==> config.mk <==
export PLATFORM = sky130hd
export DESIGN_NAME = io_sync_debounce
export DESIGN_NICKNAME = d
export VERILOG_FILES = /design/src/rtl/io_sync_debounce.sv
export SDC_FILE = /design/constraint.sdc
export NUM_CORES = 1
export LEC_CHECK = 0
export CORE_UTILIZATION = 51
export DETAILED_ROUTE_END_ITERATION = 7
export HOLD_SLACK_MARGIN = 0.1
export PLACE_DENSITY_LB_ADDON = 0.1
export SKIP_CTS_REPAIR_TIMING = 1
export SLEW_MARGIN = 5
export SYNTH_ARGS = -nofsm -noshare
export SYNTH_HDL_FRONTEND = slang
export SYNTH_SLANG_ARGS = --single-unit
==> constraint.sdc <==
create_clock -name i_clk -period 3.3 [get_ports i_clk]
set_clock_uncertainty 0.15 [all_clocks]
set_input_delay 0.66 -clock i_clk [delete_from_list [all_inputs] [get_ports i_clk]]
set_output_delay 0.66 -clock i_clk [all_outputs]
set_load 0.01 [all_outputs]
==> src/rtl/io_sync_debounce.sv <==
// Board input conditioning: multi-stage synchronisers for switches and buttons,
// counter-based button debounce, registered press/release pulses and sticky press latches.
module io_sync_debounce #(
  parameter int SW_W        = 32,
  parameter int BTN_W       = 4,
  parameter int SYNC_STAGES = 2,
  parameter int DB_CYCLES   = 16
) (
  input  logic             i_clk,
  input  logic             i_rst_n,
  input  logic [SW_W-1:0]  i_io_sw,
  input  logic [BTN_W-1:0] i_io_btn,
  input  logic [BTN_W-1:0] i_clr,
  output logic [SW_W-1:0]  o_io_sw,
  output logic [BTN_W-1:0] o_btn_level,
  output logic [BTN_W-1:0] o_btn_press,
  output logic [BTN_W-1:0] o_btn_release,
  output logic [BTN_W-1:0] o_btn_sticky
);

  localparam int CNT_W = (DB_CYCLES > 1) ? $clog2(DB_CYCLES) : 1;
  localparam logic [CNT_W-1:0] CNT_MAX = CNT_W'(DB_CYCLES - 1);

  // Stage 0 is the metastability-exposed flop; the last stage is the clean copy.
  logic [SYNC_STAGES-1:0][SW_W-1:0]  sw_sync_q;
  logic [SYNC_STAGES-1:0][BTN_W-1:0] btn_sync_q;
  logic [BTN_W-1:0]                  btn_s;

  always_ff @(posedge i_clk or negedge i_rst_n) begin
    if (!i_rst_n) begin
      sw_sync_q  <= '0;
      btn_sync_q <= '0;
    end else begin
      sw_sync_q  <= {sw_sync_q[SYNC_STAGES-2:0], i_io_sw};
      btn_sync_q <= {btn_sync_q[SYNC_STAGES-2:0], i_io_btn};
    end
  end

  assign btn_s   = btn_sync_q[SYNC_STAGES-1];
  assign o_io_sw = sw_sync_q[SYNC_STAGES-1];

  logic [BTN_W-1:0] level_q, level_d;
  logic [BTN_W-1:0] press_q, press_d;
  logic [BTN_W-1:0] release_q, release_d;
  logic [BTN_W-1:0] sticky_q, sticky_d;

  genvar gi;
  generate
    for (gi = 0; gi < BTN_W; gi++) begin : g_db
      logic [CNT_W-1:0] cnt_q, cnt_d;
      logic             lvl_d;
      logic             upd;

      // Any cycle where the synchronised input agrees with the level restarts the count.
      always_comb begin
        cnt_d = '0;
        lvl_d = level_q[gi];
        upd   = 1'b0;
        if (btn_s[gi] != level_q[gi]) begin
          if (cnt_q == CNT_MAX) begin
            lvl_d = btn_s[gi];
            upd   = 1'b1;
          end else begin
            cnt_d = cnt_q + 1'b1;
          end
        end
      end

      always_ff @(posedge i_clk or negedge i_rst_n) begin
        if (!i_rst_n) begin
          cnt_q <= '0;
        end else begin
          cnt_q <= cnt_d;
        end
      end

      assign level_d[gi]   = lvl_d;
      assign press_d[gi]   = upd & btn_s[gi];
      assign release_d[gi] = upd & ~btn_s[gi];
    end
  endgenerate

  // A press landing in the same cycle as a clear keeps the latch set.
  assign sticky_d = (sticky_q & ~i_clr) | press_d;

  always_ff @(posedge i_clk or negedge i_rst_n) begin
    if (!i_rst_n) begin
      level_q   <= '0;
      press_q   <= '0;
      release_q <= '0;
      sticky_q  <= '0;
    end else begin
      level_q   <= level_d;
      press_q   <= press_d;
      release_q <= release_d;
      sticky_q  <= sticky_d;
    end
  end

  assign o_btn_level   = level_q;
  assign o_btn_press   = press_q;
  assign o_btn_release = release_q;
  assign o_btn_sticky  = sticky_q;

endmodule

-- Word level (Yosys, flattened, before mapping)
Index checks and enable logic that the tools add are counted.
- bits in read-only memories: 0
- output and inout bits: 48
- flip-flop bits (word level): 104
- word-level logic and storage cells: 62
- bits in writable memories: 0
- input bits: 42
- memories kept: 0
- bits in latches: 0
- div/mod/pow operators: 0
- $add $sub $neg: 4
- mux-type cells: 16
- eq/ne operators: 8
- multipliers: 0
- reduce and logical (&&, ||, !) cells: 4
- bitwise operators: 15
- shift-type cells: 0
- $lt $le $gt $ge: 0
- operators with widths (operator ; number):
    4-bit two-way mux ; 8
    4-bit by 1-bit adder with 4-bit output (second input constant) ; 4
    4-bit equality test (second input constant) ; 4
    1-bit bitwise AND ; 8
    1-bit two-way mux ; 8
    2-bit AND reduction ; 4
    4-bit bitwise AND ; 1
    1-bit inequality test ; 4
    1-bit inverter ; 4
    4-bit inverter ; 1
    4-bit OR ; 1

-- Logic depth before layout (Yosys ltp)
Gate-level depths: netlist of the first run.
- depth after elaboration: 5
- mapped depth: 4
- gate-level depth less buffers: 4

-- Worst setup path after synthesis of the first run
No wires, ideal clock.
- kind: register to register
- start point: register g_db[0].cnt_q[0]
- end point: register level_q[0], in the netlist o_btn_level[0]
- setup slack: 1.965 ns
- clock period less this slack: 1.335 ns
- library setup time: 0.125 ns
- required time: 3.025 ns
- stages on the path, launching flop included: 4
- arrival: 1.061 ns
- path buffers: 0
- path through: dfrtp_1 -> ha_1 -> nand3_2 -> mux2_2
- word-level cells in the longest chain between the ends: 2
- ends and longest elaborated chain (element ; line ; source):
    start: declaration ; 50 ; logic [CNT_W-1:0] cnt_q, cnt_d;
    start signal: assignment ; 73 ; cnt_q <= cnt_d;
    4-bit equality test ; 60 ; if (cnt_q == CNT_MAX) begin
    2-bit AND reduction (no line) ; n/a ;
    end signal: assignment ; 93 ; level_q <= level_d;
    end: declaration ; 42 ; logic [BTN_W-1:0] level_q, level_d;
Every way passes these cells.
A chain may end at the register's enable or synchronous reset.

-- Final worst setup path of the first run
- start point: register level_q[2], in the netlist o_btn_level[2]
- end point: output port o_btn_level[2]
- RTL lines (element ; line ; source):
    end: declaration ; 15 ; output logic [BTN_W-1:0] o_btn_level,
No word-level cell between the ends.

==> impl_metrics.env, run 1 <==
export IMPL_yosysUniqueCellTypes=16
export IMPL_netSwitchingPower_mw=0.478
export IMPL_num_fill_cells=440
export IMPL_yosys_warnings=0
export IMPL_crit_path_top_delay_cell="clkdlybuf4s50_1"
export IMPL_dr_total_vias=1645
export IMPL_core_area_sq_um=6350
export IMPL_p_seq_share_pct=60.6
export IMPL_path_class="reg2out"
export IMPL_dp_cells=339
export IMPL_fp_dieW_um=83.1
export IMPL_power_mw=2.24
export IMPL_min_period_ps=2160
export IMPL_power_share_clock_pct=32.5
export IMPL_netlist_area_sq_um=3360
export IMPL_num_antenna_cells=0
export IMPL_final_cell_mix="dfrtp_1 (104), clkdlybuf4s50_1 (88), clkbuf_8 (12)"
export IMPL_synthSimpleGateAreaFrac_pct=6.26
export IMPL_irDropWorstVdd_v=0.000327
export IMPL_grt_max_degree=55
export IMPL_yosys_area_top_type_share_pct=77.6
export IMPL_combinationalPowerShare_pct=7.0
export IMPL_drc=0
export IMPL_rsz0062_at_grt="no"
export IMPL_syn_inst=204
export IMPL_end_kind="output pin"
export IMPL_max_slew_margin_rel_pct=57.9
export IMPL_tns_ps=0
export IMPL_numCtsBuffers=9
export IMPL_place_gp_congestion=0.679
export IMPL_finalNonFillerCells=354
export IMPL_setup_viol=0
export IMPL_path_clk_slew_ps=90
export IMPL_worst_ep_arrival_time_ps=1350
export IMPL_intPower_mw=1.76
export IMPL_avgViaCountPerCell=4.65
export IMPL_worst_pin_slew_ps=631
export IMPL_syn_nets=250
export IMPL_grt_pass1_vias=1764
export IMPL_drtAntennaViolNets=0
export IMPL_routedWlPerCell_um=13.4
export IMPL_clkSinkCount=104
export IMPL_layout_nets=319
export IMPL_port_buffers=89
export IMPL_cpLargestDelayFamily="buffers and inverters"
export IMPL_worst_path_buf_inv=1
export IMPL_synth_area_leaders="dfrtp_1 (78%), buf_4 (7.2%), xnor2_1 (2.1%), ha_1 (1.5%), nor3b_2 (1.5%)"
export IMPL_first_pass_iters=4
export IMPL_seq_area_frac_synth_pct=77.6
export IMPL_synth_area_mux_share_pct=1.34
export IMPL_ios=90
export IMPL_cts_root_buffer="clkbuf_8"
export IMPL_hold_class="in2async"
export IMPL_htree_levels=3
export IMPL_clock_path_buffers=2
export IMPL_crit_chain="clkdlybuf4s50_1"
export IMPL_required_ps=2490
export IMPL_layout_commonest_cell="dfrtp_1"
export IMPL_fp_dieArea_sq_um=6910
export IMPL_hold_viol=0
export IMPL_yosysTopAreaCell="dfrtp_1"
export IMPL_avgSynthCellArea_sq_um=16.4
export IMPL_worst_path_largest_cell_delay_ps=570
export IMPL_synth_top_family_by_area="buffers and inverters"
export IMPL_final_max_slew_viol_count=0
export IMPL_die_y_um=83.1
export IMPL_insertion_delay_ps=340
export IMPL_maxCapViolations=0
export IMPL_leakage_nw=1.91
export IMPL_routed_wl_um=4740
export IMPL_antenna_found_initial=0
export IMPL_grt_pass1_wl_um=8350
export IMPL_cts_tree="yes"
export IMPL_synth_seq_cells=104
export IMPL_grt_use_total_pct=15.9
export IMPL_synth_xor_area_share_pct=2.09
export IMPL_drive_gt1_share_pct=10.5
export IMPL_start_kind="register"
export IMPL_p_sw_share_pct=21.4
export IMPL_areaGrowthSynthToFinish_pct=28.5
export IMPL_core_rowCount=29
export IMPL_outcome="finished, final reports clean"
export IMPL_finalCritPeriodShare_pct=65.3
export IMPL_whs_ps=165
export IMPL_start_util_pct=52.8
export IMPL_synth_fa_ha_area_share_pct=1.49
export IMPL_dp_hpwl_um=3310
export IMPL_gr_total_overflow=0
export IMPL_fmax_mhz=464
export IMPL_synth_compound_area_share_pct=3.21
export IMPL_powerDensity_nw_per_um2=519
export IMPL_path_max_fanout=5
export IMPL_finish_utilization_pct=67.9
export IMPL_drt_iter0_drc=43
==> registers in the layout, indices dropped and copies added (netlist names) <==
register	count
btn_s	4
btn_sync_q	4
g_db.cnt_q	16
o_btn_level	4
o_btn_press	4
o_btn_release	4
o_btn_sticky	4
o_io_sw	32
sw_sync_q	32
==> path summary, 6_finish.rpt <==
path                                  start             end  slack (ps)  cells past startpoint
setup reg to reg           g_db[2].cnt_q[0]  o_btn_level[2]        1890                      3
hold reg to reg                sw_sync_q[6]      o_io_sw[6]         200                      0
hold / removal                      i_rst_n  o_btn_level[2]         160                      1
max in group asynchronous           i_rst_n   sw_sync_q[25]        2140                      2
min in group i_clk             sw_sync_q[6]      o_io_sw[6]         200                      0
setup / recovery             o_btn_level[2]  o_btn_level[2]        1140                      1
==> layer usage <==
metal / vias up / routed length (um) / part of all wire, % / track usage (%)
li1: 770 / - / - / -
met5: - / 0 / 0 / 0
met3: 9 / 279 / 5.9 / 4.87
met4: 0 / 70 / 1.5 / 8.46
met1: 810 / 2130 / 45 / 21.7
met2: 56 / 2260 / 48 / 23.1
==> power groups by stage <==
stage	sequential (mW)	clock [mW]	combinational, mW
floorplan	1.37	0	0.0659
global placement	1.38	0	0.156
detailed placement	1.38	0	0.159
CTS	1.36	0.759	0.160
global route	1.36	0.813	0.173
finish	1.35	0.727	0.156
==> worst reg2reg max path: stages (launching register included) <==
cell	delay [ps]
dfrtp_1	420
ha_1	270
nand3_2	130
mux2_2	340
==> cell usage after synthesis <==
cell type and n:
dfrtp_1 104, buf_4 32, a21oi_1 8, inv_1 8, xnor2_1 8, nor3b_1 6, a21o_1 4, ha_1 4
mux2_2 4, nand3_2 4, nand4b_1 4, nor2_1 4, nor2b_1 4, nor3b_2 4, o21ai_0 4, a311oi_1 2
==> per-stage QoR <==
step	cell area [sq um]	setup slack, ps
CTS	4310	1110
floorplan	3360	1960
global placement	4120	1530
global route	4310	1060
detailed placement	4120	1520
finish	4310	1140
==> cells by family after synthesis <==
| family | count (synthesis) |
|---|---|
| compound gates | 18 |
| flops | 104 |
| xor+xnor | 8 |
| simple gates | 26 |
| buf+inv | 40 |
| mux | 4 |
| fa+ha+maj | 4 |
==> cell type report <==
cell class | count | area [sq um] | share of cell area, %
clock inverter | 3 | 26.3 | 0.609
sequential | 104 | 2600 | 60.4
clock buffer | 12 | 165 | 3.83
tap | 77 | 96.3 | 2.23
multi-input combinational | 60 | 483 | 11.2
inverter | 8 | 30.0 | 0.696
timing repair buffer | 90 | 908 | 21.1
Note: power is estimated with default switching activity, not from simulation.
==> run 2: changes to the inputs <==
--- a/config.mk
+++ b/config.mk
@@ -5,7 +5,7 @@
 export SDC_FILE = /design/constraint.sdc
 export NUM_CORES = 1
 export LEC_CHECK = 0
-export CORE_UTILIZATION = 51
+export CORE_UTILIZATION = 47
 export DETAILED_ROUTE_END_ITERATION = 7
 export HOLD_SLACK_MARGIN = 0.1
 export PLACE_DENSITY_LB_ADDON = 0.1
==> constraint.sdc (replaced) <==
create_clock -name i_clk -period 2.24 [get_ports i_clk]
set_clock_uncertainty 0.15 [all_clocks]
set_input_delay 0.448 -clock i_clk [delete_from_list [all_inputs] [get_ports i_clk]]
set_output_delay 0.448 -clock i_clk [all_outputs]
set_load 0.01 [all_outputs]
==> run 2 against run 1 <==
Compared with the run above:
- flip-flop and latch count unchanged
- largest power group unchanged
- wire length decreased by 0.11%
- sequential power increased by 48%
- utilization decreased by 4.2 points
- cell area increased by 0.90%
- worst hold slack improved by 39 ps
- largest cell class unchanged
- critical path type unchanged
==> impl_metrics.env, run 2 (synthesis gave the netlist of run 1 again) <==
export IMPL_min_period_ps=1950
export IMPL_maxCapViolations=0
export IMPL_core_rowCount=30
export IMPL_die_y_um=86.5
export IMPL_ios=90
export IMPL_leakage_nw=1.92
export IMPL_reg2reg_depth=3
export IMPL_path_clk_slew_ps=100
export IMPL_htree_levels=3
export IMPL_grt_use_total_pct=14.3
export IMPL_hold_path_endpoint="o_io_sw[28]"
export IMPL_tns_ps=0
export IMPL_layout_commonest_cell="dfrtp_1"
export IMPL_reg2reg_to="o_btn_level[2]"
export IMPL_worst_pin_slew_ps=393
export IMPL_drc=0
export IMPL_irDropWorstVdd_v=0.000391
export IMPL_routed_wl_um=4740
export IMPL_rsz0062_at_grt="no"
export IMPL_whs_path_depth=0
export IMPL_fmax_mhz=513
export IMPL_final_max_slew_viol_count=0
export IMPL_numCtsBuffers=9
export IMPL_grt_pass1_wl_um=7910
export IMPL_worst_ep_arrival_time_ps=1350
export IMPL_hp_start="sw_sync_q[28]"
export IMPL_crit_chain="clkdlybuf4s50_1"
export IMPL_dr_total_vias=1641
export IMPL_cts_tree="yes"
export IMPL_r2r_slack_ps=820
export IMPL_startpoint="o_btn_level[1]"
export IMPL_clock_path_buffers=2
export IMPL_final_cell_mix="dfrtp_1 (104), clkdlybuf4s50_1 (88), clkbuf_8 (10)"
export IMPL_path_class="reg2out"
export IMPL_hold_viol=0
export IMPL_cpLargestDelayFamily="buffers and inverters"
export IMPL_drtAntennaViolNets=0
export IMPL_whs_ps=203
export IMPL_finalCritPeriodShare_pct=87.0
export IMPL_powerDensity_nw_per_um2=754
export IMPL_layout_nets=322
export IMPL_start_kind="register"
export IMPL_fp_dieArea_sq_um=7480
export IMPL_place_gp_congestion=0.686
export IMPL_gr_total_overflow=0
export IMPL_clkSinkCount=104
export IMPL_max_slew_margin_rel_pct=73.8
export IMPL_areaGrowthSynthToFinish_pct=29.6
export IMPL_dp_hpwl_um=3310
export IMPL_cts_root_buffer="clkbuf_8"
export IMPL_outcome="finished, final reports clean"
export IMPL_worst_path_largest_cell_delay_ps=570
export IMPL_core_area_sq_um=6830
export IMPL_antenna_found_initial=0
export IMPL_setup_viol=0
export IMPL_routedWlPerCell_um=12.6
export IMPL_num_antenna_cells=0
export IMPL_insertion_delay_ps=350
export IMPL_drive_gt1_share_pct=11.0
export IMPL_drt_iter0_drc=52
export IMPL_grt_pass1_vias=1608
export IMPL_required_ps=1640
export IMPL_path_max_fanout=5
export IMPL_crit_path_top_delay_cell="clkdlybuf4s50_1"
export IMPL_avgViaCountPerCell=4.35
export IMPL_first_pass_iters=4
export IMPL_port_buffers=89
export IMPL_worst_path_buf_inv=1
export IMPL_end_kind="output pin"
export IMPL_fp_dieW_um=86.5
export IMPL_start_util_pct=49.1
export IMPL_grt_max_degree=46
export IMPL_regToRegStartpoint="g_db[2].cnt_q[0]"
export IMPL_hold_class="reg2reg"
-- run 2: cell count changes in the layout (fill, tap and decap cells not counted), sizes merged --
| cell | change |
|---|---|
| buf | +2 |
| clkbuf | -1 |
| clkinv | -2 |
| clkinvlp | +2 |
| dlygate4sd3 | +1 |
| inv | +2 |
-- run 2: worst max path at each step --
| stage | to | slack (ps) | cells after the start |
|---|---|---|---|
| 2_1_floorplan | o_btn_level[0] | 900 | 3 |
| 3_3_place_gp | o_btn_level[1] | 690 | 1 |
| 3_5_place_dp | o_btn_level[1] | 670 | 1 |
| 4_1_cts | o_btn_level[1] | 260 | 1 |
| 5_1_grt | o_btn_level[1] | 210 | 1 |
| 6_report | o_btn_level[1] | 290 | 1 |
-- run 2: through the flow --
step | total power [mW] | setup WS, ps | util [%] | std cells | cell area [sq um]
floorplan | 2.12 | 905 | - | 204 | 3360
finish | 3.28 | 292 | 63.7 | 377 | 4350
CTS | 3.33 | 260 | 63.5 | 376 | 4340
global route | 3.45 | 211 | 63.7 | 377 | 4350
detailed placement | 2.27 | 671 | 60.9 | 360 | 4160
global placement | 2.26 | 686 | 60.9 | 360 | 4160
-- run 2: routing by layer --
layer	wire, um	global-route usage (%)	share of wire (%)
met1	2190	20.4	46
met4	102	7.27	2.2
met5	0	0	0
met3	236	3.90	5.0
met2	2210	20.1	47
-- run 2: worst register-to-register path: stages, from the launching register on --
cell     delay (ps)
dfrtp_1         430
ha_1            270
nand3_2         120
mux2_2          330
-- run 2: area by class of cell --
cell class / count / area (sq um)
Clock buffer: 11 / 141
Clock inverter: 5 / 40.0
Fill cell: 529 / 2480
Inverter: 8 / 30.0
Multi-Input combinational cell: 60 / 483
Sequential cell: 104 / 2600
Tap cell: 96 / 120
Timing Repair Buffer: 93 / 933
-- run 2: power by group --
group | internal, mW | switching, mW
combinational | 0.142 | 0.0913
clock | 0.445 | 0.605
sequential | 1.96 | 0.0383
total | 2.55 | 0.734
